`config.mk`:
```
export PLATFORM = sky130hd
export DESIGN_NAME = svm_dwell_scheduler_flat
export DESIGN_NICKNAME = d
export VERILOG_FILES = /design/src/rtl/svm_dwell_scheduler_if.sv /design/src/rtl/svm_dwell_scheduler.sv /design/src/flat_wrapper.sv
export SDC_FILE = /design/constraint.sdc
export NUM_CORES = 1
export LEC_CHECK = 0
export CAP_MARGIN = 40
export CORE_AREA = 2 2 202 204
export CTS_CLUSTER_DIAMETER = 100
export CTS_CLUSTER_SIZE = 14
export DETAILED_ROUTE_END_ITERATION = 10
export DIE_AREA = 0 0 204 206
export HOLD_SLACK_MARGIN = 0.08
export PLACE_DENSITY_LB_ADDON = 0.1
export SKIP_CTS_REPAIR_TIMING = 1
export SYNTH_ARGS = -nofsm -noshare
export SYNTH_HDL_FRONTEND = slang
export SYNTH_SLANG_ARGS = --single-unit
```
`constraint.sdc`:
```
create_clock -name CLK -period 4.9 [get_ports CLK]
set_input_delay 1.225 -clock CLK [delete_from_list [all_inputs] [get_ports CLK]]
set_output_delay 1.225 -clock CLK [all_outputs]
set_load 0.02 [all_outputs]
```
`src/rtl/svm_dwell_scheduler_if.sv`:
```
// Handshake and committed-output bundle for the SVM dwell scheduler.
// master = upstream reference source / observer, slave = scheduler.
interface svm_dwell_scheduler_if #(
    parameter int W = 15
);
    logic         IN_VALID;
    logic         IN_READY;
    logic [2:0]   IN_SECTOR;
    logic [W-1:0] IN_T1;
    logic [W-1:0] IN_T2;

    logic         SAMPLE_STROBE;
    logic [2:0]   SECTOR;
    logic [W-1:0] T_0;
    logic [W-1:0] T_1;
    logic [W-1:0] T_2;
    logic [W-1:0] T_7;
    logic         OVERMOD;
    logic         STALE;
    logic         FAULT;

    modport master (
        output IN_VALID, IN_SECTOR, IN_T1, IN_T2,
        input  IN_READY, SAMPLE_STROBE, SECTOR, T_0, T_1, T_2, T_7,
               OVERMOD, STALE, FAULT
    );

    modport slave (
        input  IN_VALID, IN_SECTOR, IN_T1, IN_T2,
        output IN_READY, SAMPLE_STROBE, SECTOR, T_0, T_1, T_2, T_7,
               OVERMOD, STALE, FAULT
    );
endinterface

```
`src/rtl/svm_dwell_scheduler.sv`:
```
// SVM dwell-time scheduler: accepts a (sector, T1, T2) request, scales it
// into the sample period if it over-modulates, splits the remaining zero
// time between V0 and V7, and commits the set on the sample boundary.
module svm_dwell_scheduler #(
    parameter int TAST_PERIOD = 20000,
    parameter int W           = 15
) (
    input  logic                 CLK,
    input  logic                 RST_N,
    svm_dwell_scheduler_if.slave bus
);
    localparam int             CW       = $clog2(TAST_PERIOD);
    localparam logic [CW-1:0]  CNT_LAST = CW'(TAST_PERIOD - 1);
    localparam logic [W:0]     PER      = (W+1)'(TAST_PERIOD);
    localparam int             DCW      = $clog2(W + 1);
    localparam logic [DCW-1:0] DLAST    = DCW'(W - 1);
    localparam logic [W-1:0]   RST_T0   = W'(TAST_PERIOD / 2);
    localparam logic [W-1:0]   RST_T7   = W'(TAST_PERIOD - TAST_PERIOD / 2);

    typedef enum logic [2:0] {IDLE, SUM, DIV, ZERO, PEND} state_t;
    state_t state, state_nxt;

    logic [CW-1:0]  cnt;
    logic           strobe;
    logic           xfer;
    logic           bad_sec;

    logic [2:0]     sec_r;
    logic [W-1:0]   t1_r, t2_r;
    logic [W:0]     sum;
    logic [2*W-1:0] prod;
    logic [W:0]     den_r;
    logic [W:0]     rem_r;
    logic [W-1:0]   nq_r;      // numerator low bits shift out, quotient bits shift in
    logic [DCW-1:0] dcnt;
    logic [W+1:0]   trial;
    logic           ge;
    logic [W+1:0]   rem_nxt;
    logic [W-1:0]   q_nxt;
    logic [W-1:0]   t1p_r, t2p_r, p0_r, p7_r;
    logic           scaled_r;
    logic [W:0]     z, zh;

    assign strobe            = (cnt == CNT_LAST);
    assign bus.SAMPLE_STROBE = strobe;
    assign bus.IN_READY      = RST_N && (state == IDLE);
    assign xfer              = bus.IN_VALID && bus.IN_READY;
    assign bad_sec           = (bus.IN_SECTOR == 3'd0) || (bus.IN_SECTOR == 3'd7);

    assign sum     = {1'b0, t1_r} + {1'b0, t2_r};
    assign prod    = (2*W)'(t1_r) * (2*W)'(TAST_PERIOD);
    assign trial   = {rem_r, nq_r[W-1]};
    assign ge      = (trial >= {1'b0, den_r});
    assign rem_nxt = ge ? (trial - {1'b0, den_r}) : trial;
    assign q_nxt   = {nq_r[W-2:0], ge};
    assign z       = PER - {1'b0, t1p_r} - {1'b0, t2p_r};
    assign zh      = z >> 1;

    // Sample-period counter, wraps at TAST_PERIOD-1.
    always_ff @(posedge CLK) begin
        if (!RST_N || strobe) cnt <= '0;
        else                  cnt <= cnt + 1'b1;
    end

    // FSM state register.
    always_ff @(posedge CLK) begin
        if (!RST_N) state <= IDLE;
        else        state <= state_nxt;
    end

    // FSM next-state logic.
    always_comb begin
        state_nxt = state;
        case (state)
            IDLE: if (xfer && !bad_sec) state_nxt = SUM;
            SUM:  state_nxt = (sum <= PER) ? ZERO : DIV;
            DIV:  if (dcnt == DLAST) state_nxt = ZERO;
            ZERO: state_nxt = PEND;
            PEND: if (strobe) state_nxt = IDLE;
            default: state_nxt = IDLE;
        endcase
    end

    // Datapath: latch request, restoring divide when scaling, zero-time split.
    always_ff @(posedge CLK) begin
        case (state)
            IDLE: if (xfer) begin
                sec_r <= bus.IN_SECTOR;
                t1_r  <= bus.IN_T1;
                t2_r  <= bus.IN_T2;
            end
            SUM: begin
                if (sum <= PER) begin
                    t1p_r    <= t1_r;
                    t2p_r    <= t2_r;
                    scaled_r <= 1'b0;
                end else begin
                    // Quotient fits in W bits, so the top half is already < S.
                    rem_r <= {1'b0, prod[2*W-1:W]};
                    nq_r  <= prod[W-1:0];
                    den_r <= sum;
                    dcnt  <= '0;
                end
            end
            DIV: begin
                rem_r <= rem_nxt[W:0];
                nq_r  <= q_nxt;
                dcnt  <= dcnt + 1'b1;
                if (dcnt == DLAST) begin
                    t1p_r    <= q_nxt;
                    t2p_r    <= PER[W-1:0] - q_nxt;
                    scaled_r <= 1'b1;
                end
            end
            ZERO: begin
                p0_r <= zh[W-1:0];
                p7_r <= W'(z - zh);
            end
            default: ;
        endcase
    end

    // Committed outputs: change only on the boundary edge (or reset).
    always_ff @(posedge CLK) begin
        if (!RST_N) begin
            bus.SECTOR  <= 3'd1;
            bus.T_0     <= RST_T0;
            bus.T_1     <= '0;
            bus.T_2     <= '0;
            bus.T_7     <= RST_T7;
            bus.OVERMOD <= 1'b0;
            bus.STALE   <= 1'b0;
        end else if (strobe) begin
            if (state == PEND) begin
                bus.SECTOR  <= sec_r;
                bus.T_0     <= p0_r;
                bus.T_1     <= t1p_r;
                bus.T_2     <= t2p_r;
                bus.T_7     <= p7_r;
                bus.OVERMOD <= scaled_r;
                bus.STALE   <= 1'b0;
            end else begin
                bus.STALE   <= 1'b1;
            end
        end
    end

    // Sticky invalid-sector flag.
    always_ff @(posedge CLK) begin
        if (!RST_N)                bus.FAULT <= 1'b0;
        else if (xfer && bad_sec)  bus.FAULT <= 1'b1;
    end
endmodule

```
`src/flat_wrapper.sv`:
```
// flat-port wrapper written by rule: the top's interface ports become plain ports
module svm_dwell_scheduler_flat 
#(
    parameter int TAST_PERIOD = 20000,
    parameter int W           = 15
)
  (CLK, RST_N, bus_IN_VALID, bus_IN_SECTOR, bus_IN_T1, bus_IN_T2, bus_IN_READY, bus_SAMPLE_STROBE, bus_SECTOR, bus_T_0, bus_T_1, bus_T_2, bus_T_7, bus_OVERMOD, bus_STALE, bus_FAULT);
  svm_dwell_scheduler_if #(.W(W)) bus_i ();
  input  logic CLK;
  input  logic RST_N;
  input wire logic [$bits(bus_i.IN_VALID)-1:0] bus_IN_VALID;
  input wire logic [$bits(bus_i.IN_SECTOR)-1:0] bus_IN_SECTOR;
  input wire logic [$bits(bus_i.IN_T1)-1:0] bus_IN_T1;
  input wire logic [$bits(bus_i.IN_T2)-1:0] bus_IN_T2;
  output wire logic [$bits(bus_i.IN_READY)-1:0] bus_IN_READY;
  output wire logic [$bits(bus_i.SAMPLE_STROBE)-1:0] bus_SAMPLE_STROBE;
  output wire logic [$bits(bus_i.SECTOR)-1:0] bus_SECTOR;
  output wire logic [$bits(bus_i.T_0)-1:0] bus_T_0;
  output wire logic [$bits(bus_i.T_1)-1:0] bus_T_1;
  output wire logic [$bits(bus_i.T_2)-1:0] bus_T_2;
  output wire logic [$bits(bus_i.T_7)-1:0] bus_T_7;
  output wire logic [$bits(bus_i.OVERMOD)-1:0] bus_OVERMOD;
  output wire logic [$bits(bus_i.STALE)-1:0] bus_STALE;
  output wire logic [$bits(bus_i.FAULT)-1:0] bus_FAULT;
  assign bus_i.IN_VALID = bus_IN_VALID;
  assign bus_i.IN_SECTOR = bus_IN_SECTOR;
  assign bus_i.IN_T1 = bus_IN_T1;
  assign bus_i.IN_T2 = bus_IN_T2;
  assign bus_IN_READY = bus_i.IN_READY;
  assign bus_SAMPLE_STROBE = bus_i.SAMPLE_STROBE;
  assign bus_SECTOR = bus_i.SECTOR;
  assign bus_T_0 = bus_i.T_0;
  assign bus_T_1 = bus_i.T_1;
  assign bus_T_2 = bus_i.T_2;
  assign bus_T_7 = bus_i.T_7;
  assign bus_OVERMOD = bus_i.OVERMOD;
  assign bus_STALE = bus_i.STALE;
  assign bus_FAULT = bus_i.FAULT;
  svm_dwell_scheduler #(.TAST_PERIOD(TAST_PERIOD), .W(W)) u_core (.CLK(CLK), .RST_N(RST_N), .bus(bus_i));
endmodule
```
==> run_results.csv <==
group,metric,value,unit
floorplanning,core_area,40200,µm²
floorplanning,die_y,206,µm
synthesis,syn_nets,1636,
timing,slew_headroom,51.9,%
floorplanning,initial_utilization,35.2,%
power_and_ir_drop,p_total,0.00665,W
timing,tightestPinTransition,0.715,ns
floorplanning,die_w,204,µm
timing,clock_skew,0.0166,ns
setup_path,worst-path-max-fanout,3,
setup_path,reg2reg_depth,21,
global_route,grt_pass1_vias,10100,
final_layout,antenna_cells,0,
final_layout,instances_no_fill,2099,
timing,fmax,201,MHz
final_layout,nNetsFinal,1770,
synthesis,syn_area_per_cell,9.98,µm²
final_layout,final_util,41.5,%
clock_network,htree_levels,1,
route,drc,0,
clock_network,clk-insertion-delay-late,0.52,ns
timing,finalHoldViolations,0,
global_route,grt.overflow.total,0,
timing,whs,0.447,ns
synthesis,seq_area_frac_synth,42.6,%
final_layout,syn_to_final_growth,17.8,%
timing,fin_crit_sh,101,%
place,io_buffers,103,
global_route,grt_use_total,17.7,%
setup_path,rrSetupSlack,-0.07,ns
hold_path,hp-class,"reg2reg",
route,viasPerCell,4.90,
timing,finalMaxSlewViolations,0,
final_layout,largestRegisters,"u_core.den_r x16, u_core.rem_r x16",
setup_path,r2r-end,"u_core.rem_r[14]",
final_layout,nFillCells,4026,
place,dp_cells,2062,
route,drt-pass1-iter-count,5,
route,ant_nets,0,
synthesis,synthArstFlopShare,0,%
route,drtIter0Drc,552,
setup_path,critPathCaptureType,"register",
place,dp_hpwl,29300,µm
setup_path,cp.arrival,5.30,ns
setup_path,crit_end,"u_core.rem_r[14]",
route,wl,37000,µm
place,place_ws,-0.0721,ns
clock_network,numCtsBuffers,20,
synthesis,synth_edf_count,145,
synthesis,syn-cell-area,14200,µm²
clock_network,cts_buffer_depth,3,
global_route,grt_pass1_wl,57100,µm
floorplanning,die-area,42000,µm²
final_layout,drive_gt1_share,8.23,%
setup_path,crit_type,"reg2reg",
synthesis,synth_cells,1419,
job,drv_cap,0,
synthesis,ys.flop_type,"edfxtp_1",
global_route,grt_start_max_net_pins,73,
route,vias,10300,
global_route,antenna_found_initial,0,
timing,period_minus_slack,4.97,ns
timing,finalSetupViolations,2,
synthesis,synth-seq-cells,229,
setup_path,cp-startpoint,"u_core.t1_r[4]",
timing,layout_setup_ws,-0.0667,ns
status,violations,"negative setup slack",
setup_path,rr_startpoint,"u_core.t1_r[4]",
clock_network,clock-sinks,229,
power_and_ir_drop,max-vdd-ir-drop,0.232,mV
status,outcome,"finished with violations",
synthesis,yosysWarnings,0,
timing,rsz0062_at_grt,"yes",
setup_path,critPathRequiredTime,5.23,ns
floorplanning,ios,104,
clock_network,clkTransAtPathRegs,0.07,ns
clock_network,cts_tree,"done",
route,wl_per_cell,17.6,µm
synthesis,yosysUniqueCellTypes,71,
clock_network,clock-root-buffer,"clkbuf_16",
floorplanning,rows,74,
setup_path,critPathLaunchType,"register",
place,gp_congestion,0.853,
power_and_ir_drop,leakagePower,6.85,nW
power_and_ir_drop,powerDensity,398,nW/µm²
cells in the final DEF, fill, tap and decap left out, drive strengths merged, types with 20 or more instances in the layout:
cell type,n
ha,145
a211oi,20
edfxtp,145
nor2,71
a21boi,56
nand3,30
dfxtp,84
xor2,32
clkbuf,34
fa,36
a21oi,67
clkdlybuf4s50,102
xnor2,50
inv,168
nand2,203
buf,51
o21ai,67
where the power goes:
group | switching [W] | total, W | internal, W
sequential | 0.0000735 | 0.00234 | 0.00227
combinational | 0.00154 | 0.00276 | 0.00122
clock | 0.000736 | 0.00154 | 0.000801
final cells by class:
class                      count  area, µm²  area share (%)
tap                          532        666            3.99
sequential                   229       6040            36.2
multi-input combinational    981       7350            44.1
clock buffer                  34        573            3.44
timing repair buffer         153       1400            8.40
inverter                     168        631            3.78
clock inverter                 2       23.8           0.143
cells by family after synthesis:
family / Yosys count / synth area share, %
AOI/OAI and AO/OA: 296 / 14.3
xor gates and xnor gates: 83 / 5.34
adders and majority gates: 181 / 17.9
buffers and inverters: 209 / 6.15
DFF: 229 / 42.6
muxes: 3 / 0.221
and+or+nand+nor: 418 / 13.5
worst min-delay path by stage:
stage / from / to / slack [ns] / cells after the start
finish: u_core.bus.T_1[11] / u_core.bus.T_1[11] / 0.45 / 2
global route: u_core.bus.T_2[12] / u_core.bus.T_2[12] / 0.46 / 2
CTS: u_core.bus.T_2[12] / u_core.bus.T_2[12] / 0.45 / 2
detailed placement: u_core.p0_r[10] / u_core.bus.T_0[10] / 0.44 / 2
global placement: u_core.bus.T_2[13] / u_core.bus.T_2[13] / 0.44 / 2
floorplan: u_core.cnt[0] / u_core.cnt[0] / 0.43 / 1
cell usage after synthesis, types with 17 or more instances:
cell type  instances  area, µm²
a21o_1            17        128
a211oi_1          19        143
xor2_1            32        280
nor3_1            19       95.1
ha_1             145       1810
dfxtp_1           84       1680
fa_1              36        721
nand3_1           30        150
inv_1            168        631
clkbuf_1          20       75.1
a21boi_0          21        158
edfxtp_1         145       4350
xnor2_1           48        420
a21oi_1           63        315
o21a_1            17        128
nor2_1            71        267
o21ai_0           56        280
nand2_1          202        758
a21boi_1          35        263
worst max-delay path: stages (launching register included):
cell and delay [ns]:
edfxtp_1 0.38, inv_2 0.06, fa_1 0.55, inv_2 0.05, ha_4 0.25, inv_2 0.03
fa_1 0.52, inv_1 0.04, ha_1 0.28, inv_2 0.04, fa_2 0.53, inv_2 0.04
ha_4 0.16, a2111oi_4 0.32, o21ai_2 0.12, and3_4 0.21, o41ai_4 0.20, buf_4 0.19
o21ai_4 0.08, o41ai_4 0.33, and3b_1 0.22, a221oi_2 0.18
stage by stage:
stage / TNS, ns / area (µm²)
6_report: -0.0779 / 16700
3_3_place_gp: 0 / 16000
5_1_grt: -0.501 / 16700
2_1_floorplan: 0 / 14200
3_5_place_dp: -0.106 / 16000
4_1_cts: -0.240 / 16600
layer usage:
metal	global-route usage (%)	wire, µm	part of all wire, %	up-vias
met3	1.77	1120	3.0	45
met1	22.7	16500	45	4903
met4	3.91	794	2.1	0
li1	-	-	-	5164
met5	0	0	0	-
met2	32.0	18600	50	168
(Power assumes the default switching activity.)
